==> src/rtl/player_life_pkg.sv <==
// Shared types and default constants for the per-player life manager.
package player_life_pkg;

   typedef enum logic [1:0] {
      ALIVE,
      INVULN,
      GAME_OVER
   } life_state_t;

   localparam int START_LIVES_D   = 3;
   localparam int MAX_LIVES_D     = 7;
   localparam int LIVES_W_D       = 3;
   localparam int INVULN_FRAMES_D = 90;
   localparam int BLINK_FRAMES_D  = 4;

   function automatic int cnt_w(input int n);
      return (n > 1) ? $clog2(n) : 1;
   endfunction

endpackage

==> src/rtl/frame_down_counter.sv <==
// Frame-enabled down-counter with load, done flag and blink-wrap strobe.
module frame_down_counter
   import player_life_pkg::*;
#(
   parameter int CNT_W        = 7,
   parameter int BLINK_FRAMES = 4
) (
   input  logic             clk,
   input  logic             clr,
   input  logic             load,
   input  logic [CNT_W-1:0] load_val,
   input  logic             frame_en,
   output logic             done,
   output logic             blink_wrap
);

   localparam int BW = cnt_w(BLINK_FRAMES);
   localparam logic [BW-1:0] BLINK_LAST = BW'(BLINK_FRAMES - 1);

   logic [CNT_W-1:0] cnt_q, cnt_d;
   logic [BW-1:0]    blink_q, blink_d;

   always_comb begin
      cnt_d      = cnt_q;
      blink_d    = blink_q;
      blink_wrap = 1'b0;
      if (clr) begin
         cnt_d   = '0;
         blink_d = '0;
      end else if (load) begin
         cnt_d   = load_val;
         blink_d = '0;
      end else if (frame_en && (cnt_q != '0)) begin
         cnt_d = cnt_q - 1'b1;
         if (blink_q == BLINK_LAST) begin
            blink_d    = '0;
            blink_wrap = 1'b1;
         end else begin
            blink_d = blink_q + 1'b1;
         end
      end
   end

   always_ff @(posedge clk) begin
      cnt_q   <= cnt_d;
      blink_q <= blink_d;
   end

   assign done = (cnt_q == '0);

endmodule

==> src/rtl/player_life_manager.sv <==
// Per-player lives, frame-collapsed hit handling and blinking
// invulnerability window after a non-fatal hit.
module player_life_manager
   import player_life_pkg::*;
#(
   parameter int START_LIVES   = START_LIVES_D,
   parameter int MAX_LIVES     = MAX_LIVES_D,
   parameter int LIVES_W       = LIVES_W_D,
   parameter int INVULN_FRAMES = INVULN_FRAMES_D,
   parameter int BLINK_FRAMES  = BLINK_FRAMES_D
) (
   input  logic               clk,
   input  logic               resetN,
   input  logic               startOfFrame,
   input  logic               player_hit,
   input  logic               extra_life,
   input  logic               game_restart,
   output logic [LIVES_W-1:0] lives,
   output logic               player_invulnerable,
   output logic               player_visible,
   output logic               respawn_pulse,
   output logic               game_over
);

   localparam int INV_W = cnt_w(INVULN_FRAMES);
   localparam logic [LIVES_W:0] MAX_EXT = (LIVES_W+1)'(MAX_LIVES);

   life_state_t        state_q, state_d;
   logic [LIVES_W-1:0] lives_q, lives_d;
   logic               hit_seen_q, hit_seen_d;
   logic               vis_q, vis_d;
   logic               resp_q, resp_d;

   logic               hit_now;
   logic [LIVES_W:0]   lives_ext, up_lives, net_lives;
   logic               inv_clr, inv_load, inv_frame_en;
   logic               inv_done, blink_wrap;

   function automatic logic [LIVES_W-1:0] sat(input logic [LIVES_W:0] v);
      return (v > MAX_EXT) ? MAX_EXT[LIVES_W-1:0] : v[LIVES_W-1:0];
   endfunction

   assign hit_now   = hit_seen_q | player_hit;
   assign lives_ext = {1'b0, lives_q};
   assign up_lives  = lives_ext + (LIVES_W+1)'(extra_life);
   // Lives are never 0 outside GAME_OVER; the guard keeps the subtract safe.
   assign net_lives = (lives_q == '0) ? up_lives
                                      : up_lives - (LIVES_W+1)'(1);

   assign inv_clr      = resetN | game_restart;
   assign inv_load     = (state_q == ALIVE) && startOfFrame && hit_now &&
                         (net_lives != '0);
   assign inv_frame_en = (state_q == INVULN) && startOfFrame;

   frame_down_counter #(
      .CNT_W        (INV_W),
      .BLINK_FRAMES (BLINK_FRAMES)
   ) u_inv_cnt (
      .clk        (clk),
      .clr        (inv_clr),
      .load       (inv_load),
      .load_val   (INV_W'(INVULN_FRAMES - 1)),
      .frame_en   (inv_frame_en),
      .done       (inv_done),
      .blink_wrap (blink_wrap)
   );

   always_comb begin
      state_d    = state_q;
      lives_d    = lives_q;
      hit_seen_d = hit_seen_q;
      vis_d      = vis_q;
      resp_d     = 1'b0;
      if (game_restart) begin
         state_d    = ALIVE;
         lives_d    = LIVES_W'(START_LIVES);
         hit_seen_d = 1'b0;
         vis_d      = 1'b1;
      end else begin
         unique case (state_q)
            ALIVE: begin
               hit_seen_d = hit_now;
               if (extra_life)
                  lives_d = sat(up_lives);
               if (startOfFrame) begin
                  hit_seen_d = 1'b0;
                  if (hit_now) begin
                     lives_d = sat(net_lives);
                     vis_d   = 1'b0;
                     if (net_lives == '0) begin
                        state_d = GAME_OVER;
                     end else begin
                        state_d = INVULN;
                        resp_d  = 1'b1;
                     end
                  end
               end
            end
            INVULN: begin
               hit_seen_d = 1'b0;
               if (extra_life)
                  lives_d = sat(up_lives);
               if (startOfFrame) begin
                  if (inv_done) begin
                     state_d = ALIVE;
                     vis_d   = 1'b1;
                  end else if (blink_wrap) begin
                     vis_d = ~vis_q;
                  end
               end
            end
            GAME_OVER: begin
               hit_seen_d = 1'b0;
               lives_d    = '0;
               vis_d      = 1'b0;
            end
            default: begin
               state_d = ALIVE;
            end
         endcase
      end
   end

   always_ff @(posedge clk) begin
      if (resetN) begin
         state_q    <= ALIVE;
         lives_q    <= LIVES_W'(START_LIVES);
         hit_seen_q <= 1'b0;
         vis_q      <= 1'b1;
         resp_q     <= 1'b0;
      end else begin
         state_q    <= state_d;
         lives_q    <= lives_d;
         hit_seen_q <= hit_seen_d;
         vis_q      <= vis_d;
         resp_q     <= resp_d;
      end
   end

   assign lives               = lives_q;
   assign player_invulnerable = (state_q != ALIVE);
   assign player_visible      = vis_q;
   assign respawn_pulse       = resp_q;
   assign game_over           = (state_q == GAME_OVER);

endmodule

==> config.mk <==
export PLATFORM = sky130hd
export DESIGN_NAME = player_life_manager
export DESIGN_NICKNAME = d
export VERILOG_FILES = /design/src/rtl/player_life_pkg.sv /design/src/rtl/frame_down_counter.sv /design/src/rtl/player_life_manager.sv
export SDC_FILE = /design/constraint.sdc
export NUM_CORES = 1
export LEC_CHECK = 0
export BUFFER_PORTS_ARGS = -buffer_cell sky130_fd_sc_hd__buf_2
export CAP_MARGIN = 20
export CELL_PAD_IN_SITES_DETAIL_PLACEMENT = 1
export CELL_PAD_IN_SITES_GLOBAL_PLACEMENT = 2
export CORE_MARGIN = 4
export CORE_UTILIZATION = 30
export CTS_BUF_LIST = sky130_fd_sc_hd__clkbuf_8
export CTS_CLUSTER_SIZE = 12
export DETAILED_ROUTE_END_ITERATION = 6
export PLACE_DENSITY = 0.71
export REMOVE_ABC_BUFFERS = 1
export SKIP_CTS_REPAIR_TIMING = 1
export SYNTH_ARGS = -nofsm -noshare
export SYNTH_HDL_FRONTEND = slang
export SYNTH_SLANG_ARGS = --single-unit
==> constraint.sdc <==
create_clock -name clk -period 4.65 [get_ports clk]
set_clock_uncertainty 0.15 [all_clocks]
set_input_delay 0.6975 -clock clk [delete_from_list [all_inputs] [get_ports clk]]
set_output_delay 0.6975 -clock clk [all_outputs]
set_load 0.01 [all_outputs]
==> flow_summary_export.csv <==
group,metric,value,unit
sta,fin_crit_sh,59.9,%
logic_synthesis,netlist.top_cell.by_area,"dfxtp_1",
die,fp.coreArea,0.00374,mm2
outcome,status,"finished, final reports clean",
sta,fmax,359,MHz
clocking,ctsHtreeMaxLevel,1,
final_layout,num-nets-final,182,
die,die_h,71.1,um
global_route,grt_antenna_before_repair,0,
global_route,grt_pass1_wl,5450,um
place,dpl.cell_count,209,
clocking,clockBufferDepth,2,
worst_setup_path,critPathMaxFanout,8,
hold_path,whs_path_depth,2,
sta,hold_violations,0,
worst_setup_path,reg2reg_depth,10,
sta,worst_pin_slew,0.563,ns
sta,setup_violations,0,
sta,maxSlewViolCount,0,
place,dp_hpwl,2420,um
logic_synthesis,yosys.area_share.simple,27.3,%
logic_synthesis,syn_avg_cell_area,7.65,um2
pwr,cellPowerDensity,284,mW/mm2
die,die_area,0.00505,mm2
sta,slew_headroom,62.2,%
place,gp_congestion,0.812,
logic_synthesis,synth.area.mux_share,1.78,%
routing,routed_wl,3080,um
pwr,power.total,0.000378,W
logic_synthesis,synth_top_area_share,28.5,%
run,cap_violations,0,
die,start_util,31.9,%
final_layout,multi_input_area,791,um2
final_layout,diodes,0,
clocking,insertion_delay,0.25,ns
clocking,clk_pin_slew,0.07,ns
logic_synthesis,netlist_area,0.00119,mm2
final_layout,fin_cells,213,
routing,ant_nets,0,
worst_setup_path,critPathKind,"in -> reg",
clocking,cts_tree,"built",
sta,grt_setup_unrepaired,"false",
worst_setup_path,critPathArrivalTime,2.82,ns
worst_setup_path,cp-end-kind,"flop",
final_layout,area.growth.synth_to_final,11.5,%
logic_synthesis,ys_ff_latch,17,
global_route,grt_pass1_vias,1159,
logic_synthesis,synth_xor_area_share,5.87,%
sta,final.setup.tns,0,ns
global_route,grt_overflow,0,
die,fp-row-count,22,
die,die_x,71.1,um
pwr,p_leak,0.501,nW
logic_synthesis,synth_warnings,0,
final_layout,drive_above_1_share,14.5,%
final_layout,nFillCells,479,
logic_synthesis,synth.area.top_cells,"dfxtp_1, ha_1, nor2_1",
worst_setup_path,required,4.68,ns
die,pin_count,13,
logic_synthesis,netlist_instances,156,
logic_synthesis,yosysUniqueCellTypes,39,
clocking,cts_buffers,3,
pwr,vdd_drop_max,0.000146,V
routing,avgViaCountPerCell,5.15,
routing,dr.pass1.iters,4,
final_layout,seqCellArea,340,um2
routing,via_count,1097,
logic_synthesis,synth_top_family_by_area,"simple AND/OR/NAND/NOR gates",
clocking,cts_root_buf,"clkbuf_8",
place,io_buffers,12,
global_route,grt_max_degree,14,
logic_synthesis,synth_fa_ha_area_share,10.5,%
sta,holdWs,0.328,ns
hold_path,worstHoldPathType,"reg -> reg",
logic_synthesis,synth_compound_area_share,20.9,%
worst_setup_path,crit_path_start_kind,"primary input",
sta,fin_crit,2.78,ns
routing,dr.first_iter.drc_count,12,
clocking,clkSinkCount,17,
global_route,grt_use_total,13.3,%
routing,avgRoutedWirePerCell,14.5,um
logic_synthesis,seq_area_frac_synth,28.5,%
routing,drc,0,
kinds of logic (layout without fill, tap and decap cells):
| group | Yosys count | count (layout) |
|---|---|---|
| and+or+nand+nor | 67 | 67 |
| adders and majority gates | 10 | 10 |
| xor gates and xnor gates | 8 | 8 |
| muxes | 2 | 2 |
| DFF | 17 | 17 |
| AOI/OAI and AO/OA | 36 | 36 |
| buffers and inverters | 16 | 25 |
registers in the layout, summed over array words and instances (netlist names):
signal	count
hit_seen_q	1
lives	3
player_visible	1
respawn_pulse	1
state_q	2
u_inv_cnt.blink_q	2
u_inv_cnt.cnt_q	7
final cells by class:
type	count	share of cell area [%]
Tap cell	48	4.51
Clock inverter	1	0.376
Clock buffer	3	3.10
Inverter	9	2.54
Sequential cell	17	25.6
Timing Repair Buffer	12	4.51
Multi-Input combinational cell	123	59.4
synthesized netlist by cell type (all sizes together):
library cell  count
a2111oi           1
a211o             1
a211oi            3
a21oi            13
a221oi            1
a22oi             2
a31o              1
a31oi             1
and3              1
and3b             1
buf               2
clkbuf            5
dfxtp            17
ha               10
inv               9
mux2              1
mux2i             1
nand2            15
nand3             6
nand3b            2
nand4             3
nand4b            2
nor2             22
nor2b             3
nor3              5
nor4              2
o2111a            1
o211ai            1
o21ai             7
o22ai             1
o31ai             3
or2               2
or3               3
xnor2             5
xor2              3
layout by cell type, fill, tap and decap left out, types with 2 or more instances in the layout:
cell | synthesis | layout
nor2_1 | 22 | 22
dfxtp_1 | 17 | 17
nand2_1 | 14 | 14
a21oi_1 | 13 | 13
buf_2 | 2 | 12
ha_1 | 10 | 10
inv_1 | 9 | 9
nand3_1 | 6 | 6
xnor2_1 | 5 | 5
nor3_1 | 5 | 5
o21ai_0 | 5 | 5
or3_1 | 3 | 3
nor2b_1 | 3 | 3
xor2_1 | 3 | 3
o31ai_1 | 3 | 3
nand4_1 | 3 | 3
clkbuf_8 | 0 | 3
or2_2 | 2 | 2
nor4_1 | 2 | 2
nand3b_1 | 2 | 2
nand4b_1 | 2 | 2
a22oi_1 | 2 | 2
a211oi_1 | 2 | 2
critical path: stages:
cell and delay (ns):
buf_2 0.14, ha_1 0.26, ha_1 0.35, inv_1 0.06, ha_1 0.25, nor2b_1 0.15
a21oi_1 0.20, xnor2_1 0.21, o21ai_4 0.14, o2111a_1 0.25, a21oi_1 0.12
report_power, final:
part / total [W] / leakage, nW / switching, W / internal [W]
Combinational: 0.000106 / 0.338 / 0.0000627 / 0.0000429
Sequential: 0.000160 / 0.138 / 0.00000842 / 0.000152
Clock: 0.000112 / 0.0255 / 0.0000526 / 0.0000595
path summary, 6_finish.rpt:
path	from	to	slack, ns
worst max register to register	lives[0]$_SDFFE_PN1P_	player_visible$_SDFFE_PN1P_	2.08
worst max-delay path	extra_life	player_visible$_SDFFE_PN1P_	1.87
worst min-delay path	u_inv_cnt.blink_q[1]$_SDFFE_PP0P_	u_inv_cnt.blink_q[1]$_SDFFE_PP0P_	0.33
worst min register to register	u_inv_cnt.blink_q[1]$_SDFFE_PP0P_	u_inv_cnt.blink_q[1]$_SDFFE_PP0P_	0.33
layer usage:
layer | routed length (um) | global-route usage [%]
met5 | 0 | 0
met1 | 1420 | 16.3
met3 | 81 | 3.69
met4 | 20 | 2.51
met2 | 1560 | 23.3
through the flow:
stage	worst slack, ns	area (um2)	utilization, %
final	1.87	1330	35.6
after detailed placement	1.59	1280	34.3
after global placement	1.68	1280	34.3
after global routing	1.70	1330	35.6
after CTS	1.85	1330	35.6
after floorplan	1.96	1160	-
Power figures use the tool's default switching activity.
